==> config.mk <==
export PLATFORM = sky130hd
export DESIGN_NAME = seq_ctrl_unit
export DESIGN_NICKNAME = d
export VERILOG_FILES = /design/src/rtl/seq_ctrl_unit.sv
export SDC_FILE = /design/constraint.sdc
export NUM_CORES = 1
export LEC_CHECK = 0
export CAP_MARGIN = 20
export CORE_ASPECT_RATIO = 1.75
export CORE_UTILIZATION = 40
export CTS_CLUSTER_SIZE = 24
export DETAILED_ROUTE_END_ITERATION = 8
export GPL_TIMING_DRIVEN = 0
export PLACE_DENSITY = 0.66
export SLEW_MARGIN = 20
export SYNTH_ARGS = -nofsm -noshare
export SYNTH_HDL_FRONTEND = slang
export SYNTH_SLANG_ARGS = --single-unit
==> constraint.sdc <==
create_clock -name clk -period 2.01 [get_ports clk]
set_input_delay 0.3015 -clock clk [delete_from_list [all_inputs] [get_ports clk]]
set_output_delay 0.3015 -clock clk [all_outputs]
set_load 0.02 [all_outputs]
==> src/rtl/seq_ctrl_unit.sv <==
// seq_ctrl_unit: multi-cycle IF/ID/EX/MEM/WB sequencer for the calculator datapath.
// Decodes the opcode into registered class controls and register selects.
// Handles variable-latency EX ops with a start/done handshake and watchdog,
// memory wait states, an optional MEM skip, a retire strobe and a halt state.
module seq_ctrl_unit #(
   parameter int         MEM_SKIP = 1,
   parameter int         TIMEOUT  = 64,
   parameter logic [5:0] MC_OP_A  = 6'd29,
   parameter logic [5:0] MC_OP_B  = 6'd27,
   parameter logic [5:0] HALT_OP  = 6'd63
) (
   input  logic       clk,
   input  logic       rst,
   input  logic [5:0] opcode,
   input  logic       ra,
   input  logic [1:0] ra_stack,
   input  logic       imm_zero,
   input  logic       mc_done,
   input  logic       mem_ready,
   output logic [4:0] phase,
   output logic       alu,
   output logic       bra,
   output logic       ld,
   output logic       st,
   output logic       tr,
   output logic       psh,
   output logic       pop,
   output logic       mov,
   output logic       flag_sel,
   output logic [3:0] cond_mask,
   output logic [3:0] reg_sel,
   output logic       mc_start,
   output logic       ex_timeout,
   output logic       retire,
   output logic       halted
);

   localparam int               CNT_W   = $clog2(TIMEOUT + 1);
   localparam logic [CNT_W-1:0] CNT_ONE = CNT_W'(1);
   localparam logic [CNT_W-1:0] CNT_TWO = CNT_W'(2);
   localparam logic [CNT_W-1:0] CNT_MAX = CNT_W'(TIMEOUT);

   typedef enum logic [2:0] {
      S_IF   = 3'd0,
      S_ID   = 3'd1,
      S_EX   = 3'd2,
      S_MEM  = 3'd3,
      S_WB   = 3'd4,
      S_HALT = 3'd5
   } state_t;

   state_t           r_state;
   state_t           w_nextState;
   logic             r_run;
   logic [CNT_W-1:0] r_exCnt;
   logic             r_exTimeout;

   logic             r_alu;
   logic             r_bra;
   logic             r_ld;
   logic             r_st;
   logic             r_tr;
   logic             r_psh;
   logic             r_pop;
   logic             r_mov;
   logic             r_flagSel;
   logic [3:0]       r_condMask;
   logic [3:0]       r_regSel;
   logic             r_isMc;
   logic             r_isHalt;

   logic             w_decAlu;
   logic             w_decBra;
   logic             w_decLd;
   logic             w_decSt;
   logic             w_decTr;
   logic             w_decPsh;
   logic             w_decPop;
   logic             w_decMov;
   logic             w_decFlagSel;
   logic [3:0]       w_decCond;
   logic [3:0]       w_decRegSel;
   logic             w_decIsMc;
   logic             w_decIsHalt;

   logic [3:0]       w_raSel;
   logic [3:0]       w_stackSel;
   logic             w_forceRa;
   logic             w_isMem;
   logic             w_mcDone;
   logic             w_mcTimeout;
   logic             w_exExit;

   assign w_raSel     = ra ? 4'b0010 : 4'b0001;
   assign w_stackSel  = 4'b0001 << ra_stack;
   assign w_forceRa   = (opcode == 6'd21) || (opcode == 6'd22) || (opcode == 6'd26) ||
                        (opcode == MC_OP_A) || (opcode == MC_OP_B);
   assign w_decIsMc   = (opcode == MC_OP_A) || (opcode == MC_OP_B);
   assign w_decIsHalt = (opcode == HALT_OP);

   assign w_isMem     = r_ld | r_st | r_psh | r_pop;
   assign w_mcDone    = r_isMc && mc_done && (r_exCnt >= CNT_TWO);
   assign w_mcTimeout = r_isMc && (r_exCnt >= CNT_MAX);
   assign w_exExit    = !r_isMc || w_mcDone || w_mcTimeout;

   // Opcode decoder: turns the instruction register into class controls and
   // a one-hot register select. The halt opcode and unmapped opcodes leave
   // every control low.
   always_comb begin
      w_decAlu     = 1'b0;
      w_decBra     = 1'b0;
      w_decLd      = 1'b0;
      w_decSt      = 1'b0;
      w_decTr      = 1'b0;
      w_decPsh     = 1'b0;
      w_decPop     = 1'b0;
      w_decMov     = 1'b0;
      w_decFlagSel = 1'b0;
      w_decCond    = 4'b0000;
      w_decRegSel  = 4'b0000;
      if (opcode != HALT_OP) begin
         if (opcode <= 6'd1) begin
            w_decTr     = 1'b1;
            w_decRegSel = opcode[0] ? 4'b0010 : 4'b0001;
         end else if (opcode == 6'd2) begin
            w_decLd     = 1'b1;
            w_decRegSel = w_raSel;
         end else if (opcode == 6'd3) begin
            w_decSt     = 1'b1;
            w_decRegSel = w_raSel;
         end else if (opcode == 6'd4) begin
            w_decPsh    = 1'b1;
            w_decSt     = 1'b1;
            w_decRegSel = w_stackSel;
         end else if (opcode == 6'd5) begin
            w_decPop    = 1'b1;
            w_decLd     = 1'b1;
            w_decRegSel = w_stackSel;
         end else if (opcode <= 6'd9) begin
            w_decBra = 1'b1;
            case (opcode)
               6'd6:    w_decCond = 4'b0001;
               6'd7:    w_decCond = 4'b0010;
               6'd8:    w_decCond = 4'b0100;
               default: w_decCond = 4'b1000;
            endcase
         end else if (opcode <= 6'd12) begin
            w_decBra = 1'b1;
         end else if (opcode == 6'd20) begin
            w_decAlu     = 1'b1;
            w_decFlagSel = 1'b1;
         end else if (opcode <= 6'd29) begin
            w_decAlu     = 1'b1;
            w_decFlagSel = 1'b1;
            w_decRegSel  = (imm_zero && !w_forceRa) ? 4'b0100 : w_raSel;
         end else if (opcode == 6'd30) begin
            w_decMov    = 1'b1;
            w_decRegSel = w_raSel;
         end
      end
   end

   // Decoded controls are captured on the ID->EX edge and then held through
   // EX/MEM/WB and the following IF/ID until the next instruction is decoded.
   always_ff @(posedge clk or negedge rst) begin
      if (!rst) begin
         r_alu      <= 1'b0;
         r_bra      <= 1'b0;
         r_ld       <= 1'b0;
         r_st       <= 1'b0;
         r_tr       <= 1'b0;
         r_psh      <= 1'b0;
         r_pop      <= 1'b0;
         r_mov      <= 1'b0;
         r_flagSel  <= 1'b0;
         r_condMask <= 4'b0000;
         r_regSel   <= 4'b0000;
         r_isMc     <= 1'b0;
         r_isHalt   <= 1'b0;
      end else if (r_state == S_ID) begin
         r_alu      <= w_decAlu;
         r_bra      <= w_decBra;
         r_ld       <= w_decLd;
         r_st       <= w_decSt;
         r_tr       <= w_decTr;
         r_psh      <= w_decPsh;
         r_pop      <= w_decPop;
         r_mov      <= w_decMov;
         r_flagSel  <= w_decFlagSel;
         r_condMask <= w_decCond;
         r_regSel   <= w_decRegSel;
         r_isMc     <= w_decIsMc;
         r_isHalt   <= w_decIsHalt;
      end
   end

   // The first edge after reset release only arms the sequencer, so the
   // first IF cycle starts on that edge rather than ending on it.
   always_ff @(posedge clk or negedge rst) begin
      if (!rst) begin
         r_run <= 1'b0;
      end else begin
         r_run <= 1'b1;
      end
   end

   // EX cycle counter: holds 1 during the first EX cycle and saturates at
   // the watchdog limit so it can never wrap.
   always_ff @(posedge clk or negedge rst) begin
      if (!rst) begin
         r_exCnt <= '0;
      end else if (r_state == S_ID) begin
         r_exCnt <= CNT_ONE;
      end else if ((r_state == S_EX) && (r_exCnt < CNT_MAX)) begin
         r_exCnt <= r_exCnt + CNT_ONE;
      end
   end

   // Sticky watchdog flag: a done arriving in the same cycle as the limit
   // wins, so only a genuine overrun sets it. Only reset clears it.
   always_ff @(posedge clk or negedge rst) begin
      if (!rst) begin
         r_exTimeout <= 1'b0;
      end else if ((r_state == S_EX) && w_mcTimeout && !w_mcDone) begin
         r_exTimeout <= 1'b1;
      end
   end

   // Phase state register.
   always_ff @(posedge clk or negedge rst) begin
      if (!rst) begin
         r_state <= S_IF;
      end else begin
         r_state <= w_nextState;
      end
   end

   // Next-phase logic: EX leaves after one cycle for simple ops, or on
   // done/watchdog for multi-cycle ops; MEM waits on mem_ready only for
   // real memory instructions.
   always_comb begin
      w_nextState = r_state;
      case (r_state)
         S_IF: begin
            if (r_run) begin
               w_nextState = S_ID;
            end
         end
         S_ID: begin
            w_nextState = S_EX;
         end
         S_EX: begin
            if (w_exExit) begin
               w_nextState = (w_isMem || (MEM_SKIP == 0)) ? S_MEM : S_WB;
            end
         end
         S_MEM: begin
            if (!w_isMem || mem_ready) begin
               w_nextState = S_WB;
            end
         end
         S_WB: begin
            w_nextState = r_isHalt ? S_HALT : S_IF;
         end
         S_HALT: begin
            w_nextState = S_HALT;
         end
         default: begin
            w_nextState = S_IF;
         end
      endcase
   end

   // One-hot phase indicator; every bit is low while halted.
   always_comb begin
      phase = 5'b00000;
      case (r_state)
         S_IF:    phase = 5'b00001;
         S_ID:    phase = 5'b00010;
         S_EX:    phase = 5'b00100;
         S_MEM:   phase = 5'b01000;
         S_WB:    phase = 5'b10000;
         default: phase = 5'b00000;
      endcase
   end

   assign alu        = r_alu;
   assign bra        = r_bra;
   assign ld         = r_ld;
   assign st         = r_st;
   assign tr         = r_tr;
   assign psh        = r_psh;
   assign pop        = r_pop;
   assign mov        = r_mov;
   assign flag_sel   = r_flagSel;
   assign cond_mask  = r_condMask;
   assign reg_sel    = r_regSel;
   assign mc_start   = (r_state == S_EX) && r_isMc && (r_exCnt == CNT_ONE);
   assign ex_timeout = r_exTimeout;
   assign retire     = (r_state == S_WB);
   assign halted     = (r_state == S_HALT);

endmodule

==> metrics.txt <==
GR met3 Demand/Resource=roughly 3.6%; data arrival time of the worst path=roughly 1600 ps; cell with the largest stage delay on the worst path=sky130_fd_sc_hd__or4_4; aggregate routed wire length=~4100 um; count of endpoints failing setup in the final report=0; post-route ant nets=0; combinational power share=approximately 49%; final period demand of the worst path=between 1500 and 2000 ps; H-tree levels=2; number of nets produced by synthesis=between 200 and 250; fin crit share=just under 100%; Clock Sink Count=30; number of design rule violations left after detail routing=0; fraction of met2 tracks used by global routing=a little under a third; pin count of the biggest net entering global routing=31; residual overflow from global routing=0; number of vias per cell=~5.4; Placeable Area=around 0.0042 sq mm; height of the die=90.2 um; number of synthesized flops with an enable pin=0; Relative slew margins=50.2%; kind of start point of the critical path=register; first-pass GRT wire length=6710 um; synthesized area per cell=around 9.3 sq um; half-perimeter wire length after placement=~3100 um; delay of the slowest critical-path stage=between 500 and 600 ps; die area=0.00473 sq mm; Worst Tran Pin Value=~730 ps; clock-pin slew reported for the worst setup and hold paths after clock tree synthesis=~60 ps; Tightest Hold Check Type=in2async; FILL cells=around 400; Cell Rows=31; power density relative to cell area=~1100 mW/mm^2; share of power burned in registers=about a third; total I/O pin count=40; starting utilization of the core area=between 40% and 50%; cell area after synthesis=0.00178 sq mm; Lkg Pwr=approximately 1.0 nW; dominant register cell in the synthesized netlist=sky130_fd_sc_hd__dfrtp_1; overall routing resource usage=19.0%; distinct cell type count of the synthesized netlist=59; count of maximum capacitance violations=0; Post-Syn Instances=roughly 190; CTS root buf=sky130_fd_sc_hd__clkbuf_8; worst path cell trace=or4_4, nor4b_2, buf_4; IO buf count=37; vias in the first global route=between 1000 and 1500; Final Wtd Congestion=0.797; number of buffers between clock root and the deepest sink=2; CTS tree=yes; synthesis warning total=0; met1 track demand over resource=a little over a fifth; setup repair after global routing missed its margin=no; switching power of the nets=1.01 mW; Highest Clock Rate=between 0.5 and 0.6 GHz; maximum clock skew at final layout=about 1.6 ps; number of flip-flops and latches in the synthesized netlist=30; Layout Utilization=between 50% and 60%; via count=between 1500 and 2000; run status=complete, no violations; peak ir drop on the vdd network=around 0.00080 V; Internal Dissipation=roughly 1.6 mW; count of inserted antenna diode cells=0; classification of the worst setup path=reg2out; switching share of power=between 30 and 40%; layout cell share with drive strength beyond 1=17.5%; average detailed-routed wire length per instance=approximately 14 um; cell count of the worst reg-to-reg path=4; async set or reset register ratio after synthesis=100%; CTS buffer count=5; violation count after the first detailed-route iteration=38; drt first pass iters=4; Syn-to-layout area delta=32.0%; sequential fraction of the synthesis area=between 40% and 50%; peak fanout along the critical path=4; net total in the final layout=256; Worst-Skew Late Latency=about 280 ps; antenna violations before repair=0; Final Hold Violating Endpoints=0; critical path data required time=~1700 ps; routing layer with the top usage in global route=met2; worst slack on hold paths=between 50 and 60 ps; number of buffers inserted by hold repair at cts=0; max-slew violation count=0; Horiz. Die Dim=52.4 um; kind of capture point of the worst setup path=primary output; clock network power share=around a fifth
## per-stage QoR
| step | worst slack, ps | setup TNS (ps) | instances | instance area (sq um) | power (mW) |
|---|---|---|---|---|---|
| 2_1_floorplan | 227 | 0 | 191 | 1790 | 1.62 |
| 3_3_place_gp | -431 | -1430 | 277 | 2220 | 2.07 |
| 3_5_place_dp | -428 | -1640 | 277 | 2210 | 2.07 |
| 4_1_cts | 7.65 | 0 | 285 | 2310 | 2.58 |
| 5_1_grt | 6.40 | 0 | 289 | 2350 | 2.77 |
| 6_report | 68.9 | 0 | 289 | 2350 | 2.60 |
## layout by cell type, fill, tap and decap left out, types with 2 or more instances in the layout
cell / netlist / final
sky130_fd_sc_hd__dfrtp_1: 30 / 30
sky130_fd_sc_hd__nand2b_1: 4 / 4
sky130_fd_sc_hd__or4_4: 1 / 2
sky130_fd_sc_hd__xor2_1: 3 / 3
sky130_fd_sc_hd__clkdlybuf4s50_1: 0 / 29
sky130_fd_sc_hd__nor3_1: 3 / 2
sky130_fd_sc_hd__a41o_1: 2 / 2
sky130_fd_sc_hd__o41ai_1: 2 / 2
sky130_fd_sc_hd__nor4b_2: 1 / 2
sky130_fd_sc_hd__nand2_1: 32 / 31
sky130_fd_sc_hd__buf_2: 2 / 3
sky130_fd_sc_hd__clkbuf_8: 0 / 6
sky130_fd_sc_hd__and3_1: 2 / 2
sky130_fd_sc_hd__clkbuf_1: 4 / 4
sky130_fd_sc_hd__xnor2_1: 2 / 2
sky130_fd_sc_hd__ha_1: 3 / 3
sky130_fd_sc_hd__nor2_1: 14 / 14
sky130_fd_sc_hd__o31ai_1: 4 / 4
sky130_fd_sc_hd__nor2b_1: 3 / 3
sky130_fd_sc_hd__inv_1: 6 / 5
sky130_fd_sc_hd__nor3b_1: 3 / 2
sky130_fd_sc_hd__nand4_1: 2 / 2
sky130_fd_sc_hd__a21oi_1: 8 / 8
sky130_fd_sc_hd__o21a_1: 2 / 2
sky130_fd_sc_hd__o21ai_0: 12 / 12
sky130_fd_sc_hd__a31oi_1: 2 / 2
sky130_fd_sc_hd__nor4_1: 3 / 3
sky130_fd_sc_hd__dlygate4sd2_1: 0 / 4
sky130_fd_sc_hd__buf_4: 5 / 11
sky130_fd_sc_hd__buf_6: 3 / 3
sky130_fd_sc_hd__nand4b_1: 2 / 2
## worst paths after layout
path / from / endpoint / slack [ps]
worst max-delay path: r_exCnt[4]$_DFFE_PN0P_ / mc_start / 70
worst min-delay path: rst / bra$_DFFE_PN0P_ / 50
worst max register to register: r_exCnt[4]$_DFFE_PN0P_ / r_state[0]$_DFFE_PN0P_ / 190
worst min register to register: ex_timeout$_DFFE_PN0P_ / ex_timeout$_DFFE_PN0P_ / 470
max in group asynchronous: rst / r_state[2]$_DFFE_PN0P_ / 1540
min in group clk: opcode[3] / cond_mask[2]$_DFFE_PN0P_ / 340
## power by group through the flow
| stage | Sequential (mW) | Combinational (mW) | Clock [mW] |
|---|---|---|---|
| 2_1_floorplan | 0.916 | 0.703 | 0 |
| 3_3_place_gp | 0.849 | 1.22 | 0 |
| 3_5_place_dp | 0.852 | 1.22 | 0 |
| 4_1_cts | 0.841 | 1.23 | 0.504 |
| 5_1_grt | 0.855 | 1.39 | 0.528 |
| 6_report | 0.841 | 1.27 | 0.488 |
## synth_stat cells (2+ instances only)
library cell	number	area, sq um
sky130_fd_sc_hd__buf_2	2	10.0
sky130_fd_sc_hd__clkbuf_1	4	15.0
sky130_fd_sc_hd__nor3b_1	3	22.5
sky130_fd_sc_hd__o21ai_0	12	60.1
sky130_fd_sc_hd__nor3_1	3	15.0
sky130_fd_sc_hd__nor2b_1	3	18.8
sky130_fd_sc_hd__inv_1	6	22.5
sky130_fd_sc_hd__buf_6	3	33.8
sky130_fd_sc_hd__nor2_1	14	52.6
sky130_fd_sc_hd__a41o_1	2	20.0
sky130_fd_sc_hd__ha_1	3	37.5
sky130_fd_sc_hd__nor4_1	3	18.8
sky130_fd_sc_hd__o21a_1	2	15.0
sky130_fd_sc_hd__a31oi_1	2	12.5
sky130_fd_sc_hd__xnor2_1	2	17.5
sky130_fd_sc_hd__nand4b_1	2	17.5
sky130_fd_sc_hd__xor2_1	3	26.3
sky130_fd_sc_hd__nand2_1	32	120
sky130_fd_sc_hd__and3_1	2	12.5
sky130_fd_sc_hd__a21oi_1	8	40.0
sky130_fd_sc_hd__nand4_1	2	12.5
sky130_fd_sc_hd__o41ai_1	2	17.5
sky130_fd_sc_hd__o31ai_1	4	30.0
sky130_fd_sc_hd__buf_4	5	37.5
sky130_fd_sc_hd__dfrtp_1	30	751
sky130_fd_sc_hd__nand2b_1	4	25.0
## what timing repair did
item                                    CTS  global route
gates resized for setup                  22             2
endpoints found under the setup margin    7             4
buffers inserted                          0             4
pin swaps                                 1             5
## layout make-up
| class | count | area [sq um] | share of cell area [%] |
|---|---|---|---|
| Sequential cell | 30 | 751 | 32.0 |
| Tap cell | 49 | 61.3 | 2.61 |
| Inverter | 6 | 25.0 | 1.07 |
| Buffer | 14 | 103 | 4.37 |
| Clock inverter | 1 | 5.00 | 0.213 |
| Clock buffer | 7 | 86.3 | 3.68 |
| Multi-Input combinational cell | 141 | 932 | 39.7 |
| Timing Repair Buffer | 41 | 385 | 16.4 |
## routing by layer
layer | wire length, um | vias to the layer above
met2 | 2190 | 32
met5 | 0 | -
li1 | - | 773
met3 | 88 | 9
met1 | 1630 | 738
met4 | 141 | 0
## cells by family (layout without fill, tap and decap cells)
| logic type | count (synthesis) | count (layout) | synth area share, % |
|---|---|---|---|
| simple gates | 87 | 87 | 28.0 |
| compound gates | 44 | 44 | 17.8 |
| flops | 30 | 30 | 42.2 |
| buf+inv | 20 | 69 | 6.68 |
| xor+xnor | 5 | 5 | 2.46 |
| fa+ha+maj | 3 | 3 | 2.11 |
| other cells | 1 | 1 | 0.211 |
| mux | 1 | 1 | 0.563 |
## registers in the layout (all words and copies together) (netlist names), 3 cells and up
signal	count
r_state	3
cond_mask	4
r_exCnt	7
reg_sel	4
## critical path, delay by kind of cell (launching register included)
family,cells,cell delay [ps]
flip-flops,1,410
buffers and inverters,1,180
AND/OR/NAND/NOR,2,770
(Power assumes the default switching activity.)
